File: src/rtl/mult_booth.sv
// mult_booth -- sequential radix-2 Booth signed multiplier.
//
// One Booth iteration per clock. A start in IDLE latches the operands and
// runs WIDTH iterations; the 2*WIDTH-bit signed product is registered into
// {hi,lo} on the last iteration, and done pulses for one cycle afterwards.
//
// Optional feature macro: MULT_BOOTH_EARLY_ZERO_EN
//   When defined, a start with a zero operand skips the iteration phase and
//   completes immediately with a zero product. When undefined, zero operands
//   take the full iteration path with the same timing as any other operand.

module mult_booth #(
    parameter int WIDTH = 32
) (
    input  logic             clk,
    input  logic             reset,
    input  logic             start,
    input  logic [WIDTH-1:0] a,
    input  logic [WIDTH-1:0] b,
    output logic             busy,
    output logic             done,
    output logic [WIDTH-1:0] hi,
    output logic [WIDTH-1:0] lo
);

    // Iteration counter is sized to hold 0..WIDTH so it can never wrap
    // inside one operation.
    localparam int CNT_W = $clog2(WIDTH + 1);

    localparam logic [CNT_W-1:0] LAST_ITER = CNT_W'(WIDTH - 1);
    localparam logic [CNT_W-1:0] CNT_ONE   = CNT_W'(1);

    // FSM encoding.
    localparam logic [1:0] ST_IDLE = 2'd0;
    localparam logic [1:0] ST_RUN  = 2'd1;
    localparam logic [1:0] ST_DONE = 2'd2;

    // ------------------------------------------------------------------
    // State
    // ------------------------------------------------------------------
    logic [1:0]       state_q, state_d;
    logic [WIDTH-1:0] m_q,     m_d;      // latched multiplicand
    logic [WIDTH:0]   acc_q,   acc_d;    // accumulator, one guard bit
    logic [WIDTH-1:0] q_q,     q_d;      // multiplier / product low half
    logic             qm1_q,   qm1_d;    // Booth bit Q[-1]
    logic [CNT_W-1:0] cnt_q,   cnt_d;    // completed-iteration count
    logic [WIDTH-1:0] hi_q,    hi_d;     // last completed product, upper
    logic [WIDTH-1:0] lo_q,    lo_d;     // last completed product, lower

    // ------------------------------------------------------------------
    // Zero-operand shortcut qualifier
    // ------------------------------------------------------------------
    logic zero_op;

`ifdef MULT_BOOTH_EARLY_ZERO_EN
    assign zero_op = (a == '0) || (b == '0);
`else
    assign zero_op = 1'b0;
`endif

    // ------------------------------------------------------------------
    // Booth step datapath
    // ------------------------------------------------------------------
    // The multiplicand is sign-extended into a WIDTH+1 bit add/subtract so
    // that negating the most negative operand cannot overflow.
    logic [WIDTH:0]   m_ext;
    logic [WIDTH:0]   sum;
    logic [WIDTH:0]   acc_step;
    logic [WIDTH-1:0] q_step;
    logic             qm1_step;

    // One Booth iteration: conditional add/subtract, then arithmetic shift
    // of {ACC,Q,Q[-1]} right by one.
    always_comb begin
        m_ext = {m_q[WIDTH-1], m_q};
        unique case ({q_q[0], qm1_q})
            2'b01:   sum = acc_q + m_ext;
            2'b10:   sum = acc_q - m_ext;
            default: sum = acc_q;
        endcase
        acc_step = {sum[WIDTH], sum[WIDTH:1]};
        q_step   = {sum[0], q_q[WIDTH-1:1]};
        qm1_step = q_q[0];
    end

    // ------------------------------------------------------------------
    // Next-state logic
    // ------------------------------------------------------------------
    // FSM sequencing plus the datapath register updates for each state.
    always_comb begin
        // NOTE: every register holds by default so no path through this
        // block leaves a signal unassigned, which would infer a latch.
        state_d = state_q;
        m_d     = m_q;
        acc_d   = acc_q;
        q_d     = q_q;
        qm1_d   = qm1_q;
        cnt_d   = cnt_q;
        hi_d    = hi_q;
        lo_d    = lo_q;

        case (state_q)
            ST_IDLE: begin
                if (start) begin
                    if (zero_op) begin
                        // Product is trivially zero; complete right away.
                        hi_d    = '0;
                        lo_d    = '0;
                        state_d = ST_DONE;
                    end else begin
                        m_d     = a;
                        q_d     = b;
                        acc_d   = '0;
                        qm1_d   = 1'b0;
                        cnt_d   = '0;
                        state_d = ST_RUN;
                    end
                end
            end

            ST_RUN: begin
                acc_d = acc_step;
                q_d   = q_step;
                qm1_d = qm1_step;
                cnt_d = cnt_q + CNT_ONE;
                if (cnt_q == LAST_ITER) begin
                    // The true product fits in 2*WIDTH bits, so the guard
                    // bit of the accumulator is only a sign copy here.
                    hi_d    = acc_step[WIDTH-1:0];
                    lo_d    = q_step;
                    state_d = ST_DONE;
                end
            end

            ST_DONE: begin
                state_d = ST_IDLE;
            end

            default: begin
                state_d = ST_IDLE;
            end
        endcase
    end

    // ------------------------------------------------------------------
    // Registers
    // ------------------------------------------------------------------
    // State and datapath registers with asynchronous active-low clear.
    always_ff @(posedge clk or negedge reset) begin
        if (!reset) begin
            // NOTE: every register is cleared, including the operand and
            // accumulator state, so an aborted operation leaves no trace.
            state_q <= ST_IDLE;
            m_q     <= '0;
            acc_q   <= '0;
            q_q     <= '0;
            qm1_q   <= 1'b0;
            cnt_q   <= '0;
            hi_q    <= '0;
            lo_q    <= '0;
        end else begin
            // NOTE: non-blocking assignments so every register samples the
            // pre-edge values regardless of statement order.
            state_q <= state_d;
            m_q     <= m_d;
            acc_q   <= acc_d;
            q_q     <= q_d;
            qm1_q   <= qm1_d;
            cnt_q   <= cnt_d;
            hi_q    <= hi_d;
            lo_q    <= lo_d;
        end
    end

    // ------------------------------------------------------------------
    // Outputs
    // ------------------------------------------------------------------
    assign busy = (state_q == ST_RUN);
    assign done = (state_q == ST_DONE);
    assign hi   = hi_q;
    assign lo   = lo_q;

endmodule

File: config.mk
export PLATFORM = sky130hd
export DESIGN_NAME = mult_booth
export DESIGN_NICKNAME = d
export VERILOG_FILES = /design/src/rtl/mult_booth.sv
export SDC_FILE = /design/constraint.sdc
export NUM_CORES = 1
export LEC_CHECK = 0
export ABC_AREA = 0
export CORE_MARGIN = 3
export CORE_UTILIZATION = 29
export DETAILED_ROUTE_END_ITERATION = 12
export MAX_ROUTING_LAYER = met4
export PLACE_DENSITY = 0.45
export RECOVER_POWER = 50
export REMOVE_ABC_BUFFERS = 1
export SETUP_SLACK_MARGIN = 0.3
export SYNTH_ARGS = -nofsm -noshare
export SYNTH_HDL_FRONTEND = slang
export SYNTH_SLANG_ARGS = --single-unit
File: constraint.sdc
create_clock -name clk -period 6.7 [get_ports clk]
set_input_delay 1.675 -clock clk [delete_from_list [all_inputs] [get_ports clk]]
set_output_delay 1.675 -clock clk [all_outputs]
set_load 0.005 [all_outputs]
---- After elaboration in Yosys (flattened, before gate mapping) ----
Index checks and enable logic that the tools add are counted.
word-level totals
  memories ................................ 0
  memory bits (read-only) ................. 0
  bits in writable memories ............... 0
  latch bits .............................. 0
  bits in registers ....................... 170
operators by class
  add/subtract/negate cells ............... 3
  multipliers ............................. 0
  reduce and logical (&&, ||, !) cells .... 6
  div/mod/pow operators ................... 0
  multiplexer cells ....................... 12
  magnitude comparators ................... 0
  bitwise operators ....................... 0
  equality and inequality tests ........... 7
  shift operators ......................... 0
operators by type and width
  kind                   number
  $pmux W33 S2           2
  $pmux W32 S2           1
  $add A33 B33 Y33       1
  $mux W33               1
  $sub A33 B33 Y33       1
  $mux W32               1
  $pmux W6 S2            1
  $reduce_and A2 Y1      4
  $add A6 B1 Y6 const B  1
  $eq A6 B5 Y1 const B   1
  $mux W6                1
  $eq A2 B1 Y1 const B   2
  $eq A2 B2 Y1 const B   2
  $mux W2                2
  $pmux W2 S2            1
  $logic_not A2 Y1       1
  $ne A2 B1 Y1 const B   1
  $ne A2 B2 Y1 const B   1
  $pmux W1 S2            1
  $reduce_bool A2 Y1     1
  $mux W1                1

---- Depth between registers and ports, before layout ----
Gate-level depths: netlist of run 1.
  depth after elaboration ................. 3
  gate-level depth with buffers ........... 19
  mapped depth without buffers ............ 18

---- Worst setup path before layout of run 1 ----
OpenSTA, ideal clock, no wires.
  kind .................................... reg-to-reg
  start point ............................. register m_q[3]
  end point ............................... register acc_q[31]
  data arrival time ....................... 3.439 ns
  path buffers ............................ 0
  path slack .............................. 3.174 ns
  required time ........................... 6.613 ns
  stages on the path, launching flop included .. 18
  period minus slack after synthesis ...... 3.526 ns
  cells stage by stage .................... dfrtp_1 nor2_1 nor4b_2 and3_1 and3_1 nand2_1 nor3_1 a21oi_1 xnor2_1 ha_1 nand3_1 nor2_1 and2_1 nand4_1 o21ai_1 a31oi_2 a2111o_1 o211ai_1
between the ends
  cells in the longest elaborated chain, start to end .. 3
ends and longest elaborated chain
  what                                                  RTL line  RTL
  start, declared                                       42        logic [WIDTH-1:0] m_q, m_d;
  start signal, assigned                                165       m_q <= m_d;
  $sub A33 B33 Y33 or $add A33 B33 Y33 (tied branches)  78, 77
  $pmux W33 S2 *                                        76        unique case ({q_q[0], qm1_q})
  $pmux W33 S2 *                                        102       case (state_q)
  end signal, assigned                                  155       acc_q <= '0;
  end signal, assigned                                  166       acc_q <= acc_d;
  end, declared                                         43        logic [WIDTH:0] acc_q, acc_d;
Mark *: on every way between the ends. The rest lies on a longest branch, timed or not.
A chain may end at the register's enable or synchronous reset.

---- Worst setup path in the final report of run 1 ----
  start point ............................. input port start
  end point ............................... register q_q[31]
between the ends
  cells in the longest elaborated chain, start to end .. 2
ends and longest elaborated chain
  what                                RTL line  RTL
  start, declared                     17        input logic start,
  $ne A2 B2 Y1 (no source line)       -
  $reduce_and A2 Y1 (no source line)  -
  end signal, assigned                167       q_q <= q_d;
  end, declared                       44        logic [WIDTH-1:0] q_q, q_d;
Every way passes these cells.

==> metrics.md, run 1 <==
| Metric | Value |
|---|---|
| RSZ-0062 raised after global routing | `no` |
| Gpl congestion | `0.8699` |
| Xor/xnor cell area share of the yosys netlist | `5.206%` |
| Worst-case vdd ir drop | `0.0002257 V` |
| Area contributors post-synth | `dfrtp_1, nand2_1, o21ai_0` |
| Sequential cell area | `0.004229 mm2` |
| Placement Setup Slack | `2562 ps` |
| Yosys top cell by area | `dfrtp_1` |
| Commonest cells in the netlist | `nand2_1, dfrtp_1, nor2_1` |
| Row cnt | `64` |
| Dominant cell by count in the synthesized netlist | `nand2_1` |
| H-tree lvl count | `4` |
| Mapped Cells | `1093` |
| Initial Util | `29.86%` |
| Crit-path slowest cell | `clkbuf_1` |
| Final net count | `1299` |
| Postcts setup bufs | `0` |
| Mean post-synth cell area | `8.465 um2` |
| # clock sinks | `169` |
| CORE AREA | `0.03099 mm2` |
| Sequential area share after synthesis | `45.71%` |
| Multi-input logic area | `0.004743 mm2` |
| Total CTS buffers | `17` |
| F_max | `209.1 MHz` |
| CTS tree | `built` |
| Clk_skew | `12.99 ps` |
| Die H | `184.6 um` |
| Failing checks | `capacitance limit, slew limit` |
| Clock buffer depth | `2` |
| Initial DRC Count | `443` |
| Outcome | `finished, violations left` |
| Top FF cell, synth | `dfrtp_1` |
| Worst Setup End Kind | `register` |
| Max-slew violation count | `259` |
| IO Port Bufs | `132` |
| Worst-Margin Slew | `3990 ps` |
| PwrDens | `543.8 mW/mm2` |
| Leak Pwr | `5.096 nW` |
| Post-Synthesis Cell Area | `0.009253 mm2` |
| Post-Synth Simple-Gate Area | `21.87%` |
| GRT overflow | `0` |
| Worst endpoint required time | `7010 ps` |
| Gr usage total | `16.52%` |
| Hold_buf cts | `0` |
| Area grow syn2layout | `24.53%` |
| Drt total wl | `26.73 mm` |
| Drt wl/cell | `16.64 um` |
| Max-Slew Margin vs Limit | `-166.0%` |
| Setup Viol. Count Final | `0` |
| Slowest stage delay, CP | `1590 ps` |
| Netlist cell types | `68` |
| DR DRC count | `0` |
| Final-layout fill cell count | `3219` |
| Drt via density | `4.907` |
| EDFF count, synth | `0` |
| Max Cap Violations | `5` |
| Vias in the first global route | `8077` |
| Share of cells above drive strength 1 | `4.632%` |
| Worst EP arrival | `5100 ps` |
| Area share of the largest cell type after synthesis | `45.71%` |
| Min Tclk post-route | `4782 ps` |
| Mux cell area share after synthesis | `1.460%` |
| Tcrit/Tclk final | `71.38%` |
| Synthesized flop and latch total | `169` |
| Crit path setup slack, layout | `1918 ps` |
| Die area | `0.03408 mm2` |
| Ports | `133` |
| Initial antenna violation count | `1` |
| Final TNS setup | `0 ps` |
| DP HPWL | `18.16 mm` |
| Clk Latency, worst-skew pair | `440 ps` |
| CP Launch Type | `primary input` |
| Antenna viol nets, final | `0` |
| Yosys warns | `0` |
| Largest family of logic cells by synthesized area | `simple AND/OR/NAND/NOR gates` |
| Asr flop ratio synth | `100.0%` |
| Clock slew at reported path FFs | `70 ps` |
| Post-synthesis compound-gate area fraction | `17.63%` |
| Post-CTS sizing | `0` |
| Synth Area in Adders | `4.949%` |
| Die Wd | `184.6 um` |
| TritonRoute pass-1 iters | `4` |
| Hold crit path type | `reg -> reg` |
| Largest net degree at the start of global routing | `94` |
| Final hold viol count | `0` |
| Vias | `7880` |
| Crit path max fanout | `49` |
| Global-route wire length before repair | `43.77 mm` |
| Critical Path, Cell by Cell | `clkdlybuf4s50_1 -> and2_2 -> clkbuf_1 -> nor2_1 -> a221o_1` |
| Root buf cell | `clkbuf_16` |
| WS Path Type | `in -> reg` |
-- through the flow --
step                      utilization (%)  std cells  total power [mW]  hold slack, ps  cell area, um2
final                               37.18       1606             6.265           477.3           11520
after global routing                37.18       1606             6.891           495.9           11520
after CTS                           37.23       1605             6.327           487.3           11540
after detailed placement            35.27       1573             5.270           461.3           10930
after global placement              35.27       1573             5.261           459.0           10930
after floorplan                         -       1036             4.333           454.6            9030
-- cells by family (layout without fill, tap and decap cells) --
logic type                 count (synthesis)  count (layout)
AOI/OAI and AO/OA                        262             262
xor gates and xnor gates                  55              55
adders and majority gates                 36              36
buffers and inverters                     76             192
DFF                                      169             169
muxes                                     13              13
other                                      0               1
and+or+nand+nor                          482             482
-- layout make-up --
class | count | share of cell area, %
Multi-Input combinational cell | 848 | 41.17
Tap cell | 396 | 4.300
Inverter | 19 | 0.6190
Sequential cell | 169 | 36.70
Timing Repair Buffer | 141 | 11.90
Clock buffer | 18 | 3.725
Clock inverter | 14 | 1.564
Antenna cell | 1 | 0.02172
-- sequential cells by signal (all words and copies together), names as in the netlist --
name,count
acc_q,32
hi,32
lo,32
m_q,32
q_q,32
cnt_q,6
state_q,2
qm1_q,1
-- worst paths after layout --
path,start,endpoint,slack [ps],cells after the start
max in group asynchronous,reset,acc_q[30],2700,2
setup / recovery,start,q_q[31],1920,5
hold reg to reg,hi[15],hi[15],480,2
min in group asynchronous,reset,m_q[23],1330,1
setup reg to reg,cnt_q[0],hi[31],2130,9
hold / removal,hi[15],hi[15],480,2
-- report_power, final --
group	internal, mW	switching (mW)
Combinational	1.49	2.15
Sequential	1.32	0.280
Clock	0.510	0.517
Total	3.32	2.94
-- placed cells by master, fill, tap and decap left out, drive strengths merged, types with 7 or more instances in the layout --
master	instances
clkdlybuf4s50	131
a31oi	10
a21oi	56
o21a	10
o21ai	97
mux2i	9
nor2	112
nor3	17
clkinv	7
and3	8
nand3	37
xor2	15
inv	26
nand2	271
xnor2	40
nand4	7
clkbuf	23
a22oi	7
a21o	11
o21bai	7
dfrtp	169
ha	35
o22ai	25
-- worst max-delay path: cells and delay by family --
| family | cells | cell delay (ps) |
|---|---|---|
| AO/OA/AOI/OAI | 1 | 470 |
| AND/OR/NAND/NOR | 2 | 860 |
| buffers and inverters | 2 | 2080 |
-- layer usage --
metal  track usage, %  up-vias  routed length [um]
met3            3.651       19                1186
met5                -        -                   0
li1                 -     3966                   -
met2            26.22      126               12420
met4            3.842        0                 325
met1            21.70     3769               12800
(Power assumes the default switching activity.)
==> run 2: changes to the inputs <==
==> constraint.sdc (replaced) <==
create_clock -name clk -period 4.8 [get_ports clk]
set_input_delay 1.2 -clock clk [delete_from_list [all_inputs] [get_ports clk]]
set_output_delay 1.2 -clock clk [all_outputs]
set_load 0.005 [all_outputs]
==> metrics.md, run 2 (synthesized netlist as in run 1, its figures left out) <==
| Metric | Value |
|---|---|
| Max-Slew Margin vs Limit | `-105.7% (+60 points)` |
| Gr usage total | `16.57% (+0.046 points)` |
| R2R Path Start | `m_q[3]` |
| Outcome | `finished, violations left` |
| CTS tree | `built` |
| Crit path max fanout | `5 (-90%)` |
| Worst EP arrival | `4390 ps (-710 ps)` |
| Drt via density | `4.888 (-0.38%)` |
| Initial DRC Count | `426 (-3.8%)` |
| Clock slew at reported path FFs | `80 ps (about the same)` |
| Antenna viol nets, final | `0 (unchanged)` |
| Largest net degree at the start of global routing | `94 (unchanged)` |
| Drt wl/cell | `16.74 um (+0.60%)` |
| RSZ-0062 raised after global routing | `no` |
| Row cnt | `64 (unchanged)` |
| TritonRoute pass-1 iters | `5 (+1)` |
| Vias | `7850 (-0.38%)` |
| GRT overflow | `0 (unchanged)` |
| Hold_buf cts | `0 (unchanged)` |
| Hold crit path type | `reg -> reg` |
| Failing checks | `capacitance limit, slew limit` |
| Leading cell types in the layout, fill and taps excluded | `nand2_1, dfrtp_1, clkdlybuf4s50_1, nor2_1, o21ai_0` |
| Critical Path, Cell by Cell | `nor2_1 -> nor4b_4 -> and3_1 -> and3_1 -> nand2_1 -> nor3_2 -> a21oi_1 -> xnor2_1 -> ha_1 -> nand3_1 -> o21ai_0 -> a32oi_1 -> o211ai_1 -> xnor2_1 -> o21ai_1 -> mux2_2` |
| Worst Setup End Kind | `register` |
| WS Path Type | `reg -> reg` |
| Worst-case vdd ir drop | `0.0003252 V (+44%)` |
| Most used routing layer in global routing | `met2` |
| Crit-path slowest cell | `o21ai_0` |
| Tcrit/Tclk final | `84.60%` |
| Setup Viol. Count Final | `0 (unchanged)` |
| IO Port Bufs | `132 (unchanged)` |
| Die H | `184.6 um (unchanged)` |
| Area grow syn2layout | `24.85%` |
| GRT met1 Usage | `21.51% (-0.19 points)` |
| Leak Pwr | `5.117 nW (+0.41%)` |
| Clk Latency, worst-skew pair | `450 ps (about the same)` |
| Clock buffer depth | `2 (unchanged)` |
| Die Wd | `184.6 um (unchanged)` |
| Worst-Margin Slew | `3086 ps (-904.1 ps)` |
| Max Cap Violations | `2 (-3)` |
| Worst endpoint required time | `5130 ps (-1880 ps)` |
| Drt total wl | `26.89 mm (+0.60%)` |
| Slowest stage delay, CP | `420 ps (-1170 ps)` |
| Initial Util | `29.86% (unchanged)` |
| # clock sinks | `169 (unchanged)` |
| DP HPWL | `18.54 mm (+2.1%)` |
| Gpl congestion | `0.8841 (+1.6%)` |
| Postcts setup bufs | `0 (unchanged)` |
| Total CTS buffers | `17 (unchanged)` |
| Die area | `0.03408 mm2 (unchanged)` |
| DR DRC count | `0 (unchanged)` |
| Reg2Reg Depth | `16 (+7)` |
| Hold Crit Depth | `2 (unchanged)` |
| Ports | `133 (unchanged)` |
| Final hold viol count | `0 (unchanged)` |
| Leading cell type in the layout, fill and taps excluded | `nand2_1` |
| CP Launch Type | `register` |
| GR Layer Usage met3 | `3.769% (+0.12 points)` |
| R2R setup slack | `740 ps (-1390 ps)` |
| Root buf cell | `clkbuf_16` |
| Final net count | `1299 (unchanged)` |
| Hold EP | `hi[13]` |
| Vias in the first global route | `8049 (-0.35%)` |
| Met2 usage | `26.22% (unchanged)` |
| Share of cells above drive strength 1 | `4.963% (+0.33 points)` |
| Max-slew violation count | `111 (-57%)` |
| Reg-to-reg endpoint | `hi[29]` |
| Hold_sp | `hi[13]` |
| F_max | `246.3 MHz` |
| Min Tclk post-route | `4061 ps` |
| H-tree lvl count | `4 (unchanged)` |
| Final TNS setup | `0 ps (unchanged)` |
| CORE AREA | `0.03099 mm2 (unchanged)` |
| Clk_skew | `15.59 ps (+2.598 ps)` |
| Core Util, Final | `37.28% (+0.097 points)` |
| PwrDens | `760.5 mW/mm2 (+40%)` |
| Initial antenna violation count | `0 (-1)` |
| Global-route wire length before repair | `43.35 mm (-0.96%)` |
-- run 2: cell count changes in the layout (fill, tap and decap cells not counted), sizes merged --
cell	before	now
clkinv	7	6
dlygate4sd3	0	1
clkdlybuf4s50	131	130
clkdlybuf4s25	0	1
buf	5	8
clkbuf	23	19
inv	26	27
-- run 2: worst max-delay path by stage --
stage / from / end / slack [ps] / cells past startpoint
2_1_floorplan: state_q[1] / hi[31] / -610 / 7
3_3_place_gp: m_q[2] / hi[31] / 690 / 16
3_5_place_dp: m_q[3] / hi[29] / 560 / 16
4_1_cts: m_q[3] / hi[29] / 520 / 16
5_1_grt: m_q[3] / hi[30] / 360 / 18
6_report: m_q[3] / hi[29] / 740 / 16
-- run 2: per-stage QoR --
step,area (um2),hold WS [ps],worst slack (ps),power (mW),cells
floorplan,9030,454.6,-605.4,6.048,1036
finish,11550,473.9,739.3,8.786,1606
detailed placement,10940,461.1,560.3,7.382,1573
global route,11550,500.6,356.2,9.676,1605
CTS,11550,483.7,516.1,8.860,1605
global placement,10940,458.7,691.9,7.376,1573
-- run 2: timing repair --
item                                    in CTS  in global routing
endpoints found under the hold margin        0                  0
endpoints found under the setup margin       0                 10
resized for setup                            0                  4
-- run 2: power by group --
| part | internal, mW | switching, mW | leakage, nW |
|---|---|---|---|
| clock network | 0.710 | 0.719 | 0.293 |
| registers | 1.85 | 0.385 | 2.15 |
| logic | 2.09 | 3.03 | 2.68 |
| total | 4.65 | 4.14 | 5.12 |
-- run 2: routing by layer --
layer / wire [um] / share of wire (%)
met1: 12780 / 48
met2: 12420 / 46
met3: 1244 / 4.6
met4: 442 / 1.6
met5: 0 / 0
-- run 2: final cells by class --
cell class | count | area (um2)
Tap cell | 396 | 495.5
Inverter | 19 | 71.32
Antenna cell | 1 | 2.502
Timing Repair Buffer | 141 | 1398
Clock buffer | 18 | 429.2
Multi-Input combinational cell | 848 | 4752
Fill cell | 3189 | 19440
Sequential cell | 169 | 4229
Clock inverter | 14 | 175.2
-- run 2: critical path: cells and delay by family, from the launching register on --
kind                     cells  cell delay, ps
AND/OR/NAND/NOR              7            1600
AO/OA/AOI/OAI                5             970
XOR/XNOR                     2             320
flip-flops                   1             410
adder cells (fa/ha/maj)      1             350
multiplexers                 1             290
==> run 3: changes to the inputs <==
==> constraint.sdc (replaced) <==
create_clock -name clk -period 4.1 [get_ports clk]
set_input_delay 1.025 -clock clk [delete_from_list [all_inputs] [get_ports clk]]
set_output_delay 1.025 -clock clk [all_outputs]
set_load 0.005 [all_outputs]
==> metrics.md, run 3 (synthesized netlist as in run 1, its figures left out) <==
| Metric | Value |
|---|---|
| WS Path Type | `reg -> reg` |
| Final TNS setup | `0 ps (unchanged)` |
| Worst-Margin Slew | `1917 ps (-1170 ps)` |
| TritonRoute pass-1 iters | `5 (unchanged)` |
| Clock power frac | `14.8% (-1.5 points)` |
| Switching Share | `46.35% (-0.76 points)` |
| Initial antenna violation count | `1 (+1)` |
| Final hold viol count | `0 (unchanged)` |
| Design area | `0.01213 mm2 (+5.0%)` |
| Hold Slack | `473.4 ps (-0.5130 ps)` |
| F_max | `274.1 MHz (+11%)` |
| Bufs and invs on worst path | `1 (+1)` |
| Setup Viol. Count Final | `0 (unchanged)` |
| Vias in the first global route | `8121 (+0.89%)` |
| Largest net degree at the start of global routing | `94 (unchanged)` |
| CP Launch Type | `register` |
| Combinational share of power | `61.9% (+3.6 points)` |
| Share of cells above drive strength 1 | `12.49% (+7.5 points)` |
| Leak Pwr | `5.390 nW (+5.3%)` |
| Clock buffer depth | `2 (unchanged)` |
| Crit-path slowest cell | `dfrtp_1` |
| Outcome | `finished, violations left` |
| GRT overflow | `0 (unchanged)` |
| Final net count | `1339 (+3.1%)` |
| RSZ-0062 raised after global routing | `yes` |
| Sw power | `5.214 mW (+26%)` |
| Post-DP Area | `0.01106 mm2 (+1.1%)` |
| Leading cell type in the layout, fill and taps excluded | `nand2_1` |
| Min Tclk post-route | `3648 ps (-412.8 ps)` |
| Row cnt | `64 (unchanged)` |
| Worst Setup End Kind | `register` |
| DP HPWL | `18.77 mm (+1.3%)` |
| Total CTS buffers | `17 (unchanged)` |
| Placed Cells | `1589 (+1.0%)` |
| Worst-case vdd ir drop | `0.0003771 V (+16%)` |
| Die H | `184.6 um (unchanged)` |
| CTS tree | `built` |
| IO Port Bufs | `132 (unchanged)` |
| H-tree lvl count | `4 (unchanged)` |
| Max-slew violation count | `147 (+32%)` |
| Drt total wl | `27.38 mm (+1.8%)` |
| Leading cell types in the layout, fill and taps excluded | `nand2_1, dfrtp_1, clkdlybuf4s50_1, nor2_1, o21ai_0` |
| Placement Setup Slack | `30.71 ps (-529.6 ps)` |
| Die Wd | `184.6 um (unchanged)` |
| Hold crit path type | `reg -> reg` |
| Slowest stage delay, CP | `420 ps (about the same)` |
| Top delay family on crit path | `simple AND/OR/NAND/NOR gates` |
| Vias | `8031 (+2.3%)` |
| Tcrit/Tclk final | `88.97% (+4.4 points)` |
| Critical Path, Cell by Cell | `nor2_2 -> buf_4 -> nand3b_1 -> nor2_4 -> nand3_4 -> nor3_4 -> nor2_1 -> nor2_1 -> xor2_1 -> ha_4 -> a21o_1 -> a21oi_2 -> o21ai_2 -> a32oi_1 -> o211ai_1 -> xnor2_1 -> o21ai_1 -> mux2_2` |
| Worst EP arrival | `3960 ps (-430 ps)` |
| Register share of total power | `23.4% (-2.0 points)` |
| Gpl congestion | `0.8725 (-1.3%)` |
| Crit path setup slack, layout | `452.1 ps (-287.2 ps)` |
| Drt via density | `4.879 (-0.18%)` |
| Max-Slew Margin vs Limit | `-27.77% (+78 points)` |
| Max Cap Violations | `2 (unchanged)` |
| Clk_skew | `21.89 ps (+6.302 ps)` |
| DR DRC count | `0 (unchanged)` |
| Initial Util | `29.86% (unchanged)` |
| Antenna viol nets, final | `0 (unchanged)` |
| Initial DRC Count | `398 (-6.6%)` |
| Clk Latency, worst-skew pair | `440 ps (about the same)` |
| CP most frequent cell | `nor2_1` |
| Clock slew at reported path FFs | `80 ps (about the same)` |
| Global-route wire length before repair | `44.10 mm (+1.7%)` |
| Worst endpoint required time | `4410 ps (-720 ps)` |
| # clock sinks | `169 (unchanged)` |
| PwrDens | `927.4 mW/mm2 (+22%)` |
| Crit path max fanout | `7 (+2)` |
| Drt wl/cell | `16.63 um (-0.64%)` |
| Area grow syn2layout | `31.09%` |
| CORE AREA | `0.03099 mm2 (unchanged)` |
| Cell-internal power | `6.035 mW (+30%)` |
| Die area | `0.03408 mm2 (unchanged)` |
| Failing checks | `capacitance limit, slew limit` |
| Final cell count without fillers | `1646 (+2.5%)` |
| Ports | `133 (unchanged)` |
| Gr usage total | `16.65% (+0.081 points)` |
| Root buf cell | `clkbuf_16` |
==> run 3: final cells by class <==
type,count,area (um2)
repair buffers,181,1693
flip-flops and latches,169,4232
well taps,396,495.5
clock buffers,18,429.2
inverters,19,71.32
fillers,3157,18860
clock inverters,14,167.7
diodes,1,2.502
multi-input cells,848,5039
==> run 3: final timing paths <==
check                      startpoint      to  slack, ps  cells after the start
setup / recovery               m_q[2]  hi[29]        450                     18
hold / removal                 hi[12]  hi[12]        470                      2
setup reg to reg               m_q[2]  hi[29]        450                     18
hold reg to reg                hi[12]  hi[12]        470                      2
max in group asynchronous       reset  m_q[1]       1290                      2
min in group asynchronous       reset  hi[17]       1010                      1
==> run 3: power groups by stage <==
stage	logic [mW]	registers, mW	clock network [mW]
2_1_floorplan	4.58	2.50	0
3_3_place_gp	6.15	2.64	0
3_5_place_dp	6.17	2.64	0
4_1_cts	6.28	2.63	1.71
5_1_grt	7.80	2.70	1.79
6_report	6.96	2.63	1.66
==> run 3: timing repair <==
| item | 4_1_cts | 5_1_grt |
|---|---|---|
| gates resized for setup | 13 | 73 |
| buffers inserted | 2 | 22 |
| hold buffers | 0 | 0 |
| cloned | 0 | 0 |
| pin swaps | 1 | 37 |
| setup endpoints to repair | 16 | 29 |
==> run 3: routing by layer <==
layer  part of all wire, %  GRT usage (%)  vias to the layer above
met3                   3.6          3.079                       15
met1                    48          22.26                     3845
li1                      -              -                     4063
met2                    47          26.47                      108
met5                     0              -                        -
met4                  0.92          3.721                        0
==> run 3: stage by stage <==
| step | total power [mW] | util (%) |
|---|---|---|
| 3_5_place_dp | 8.814 | 35.70 |
| 4_1_cts | 10.62 | 37.85 |
| 5_1_grt | 12.28 | 39.14 |
| 2_1_floorplan | 7.080 | - |
| 3_3_place_gp | 8.796 | 35.70 |
| 6_report | 11.25 | 39.14 |
==> run 3: worst register-to-register path, cell delays in order, from the launching register on <==
cell	delay [ps]
dfrtp_1	420
nor2_2	140
buf_4	120
nand3b_1	170
nor2_4	220
nand3_4	110
nor3_4	220
nor2_1	100
nor2_1	150
xor2_1	260
ha_4	280
a21o_1	180
a21oi_2	180
o21ai_2	110
a32oi_1	200
o211ai_1	130
xnor2_1	170
o21ai_1	90
mux2_2	280
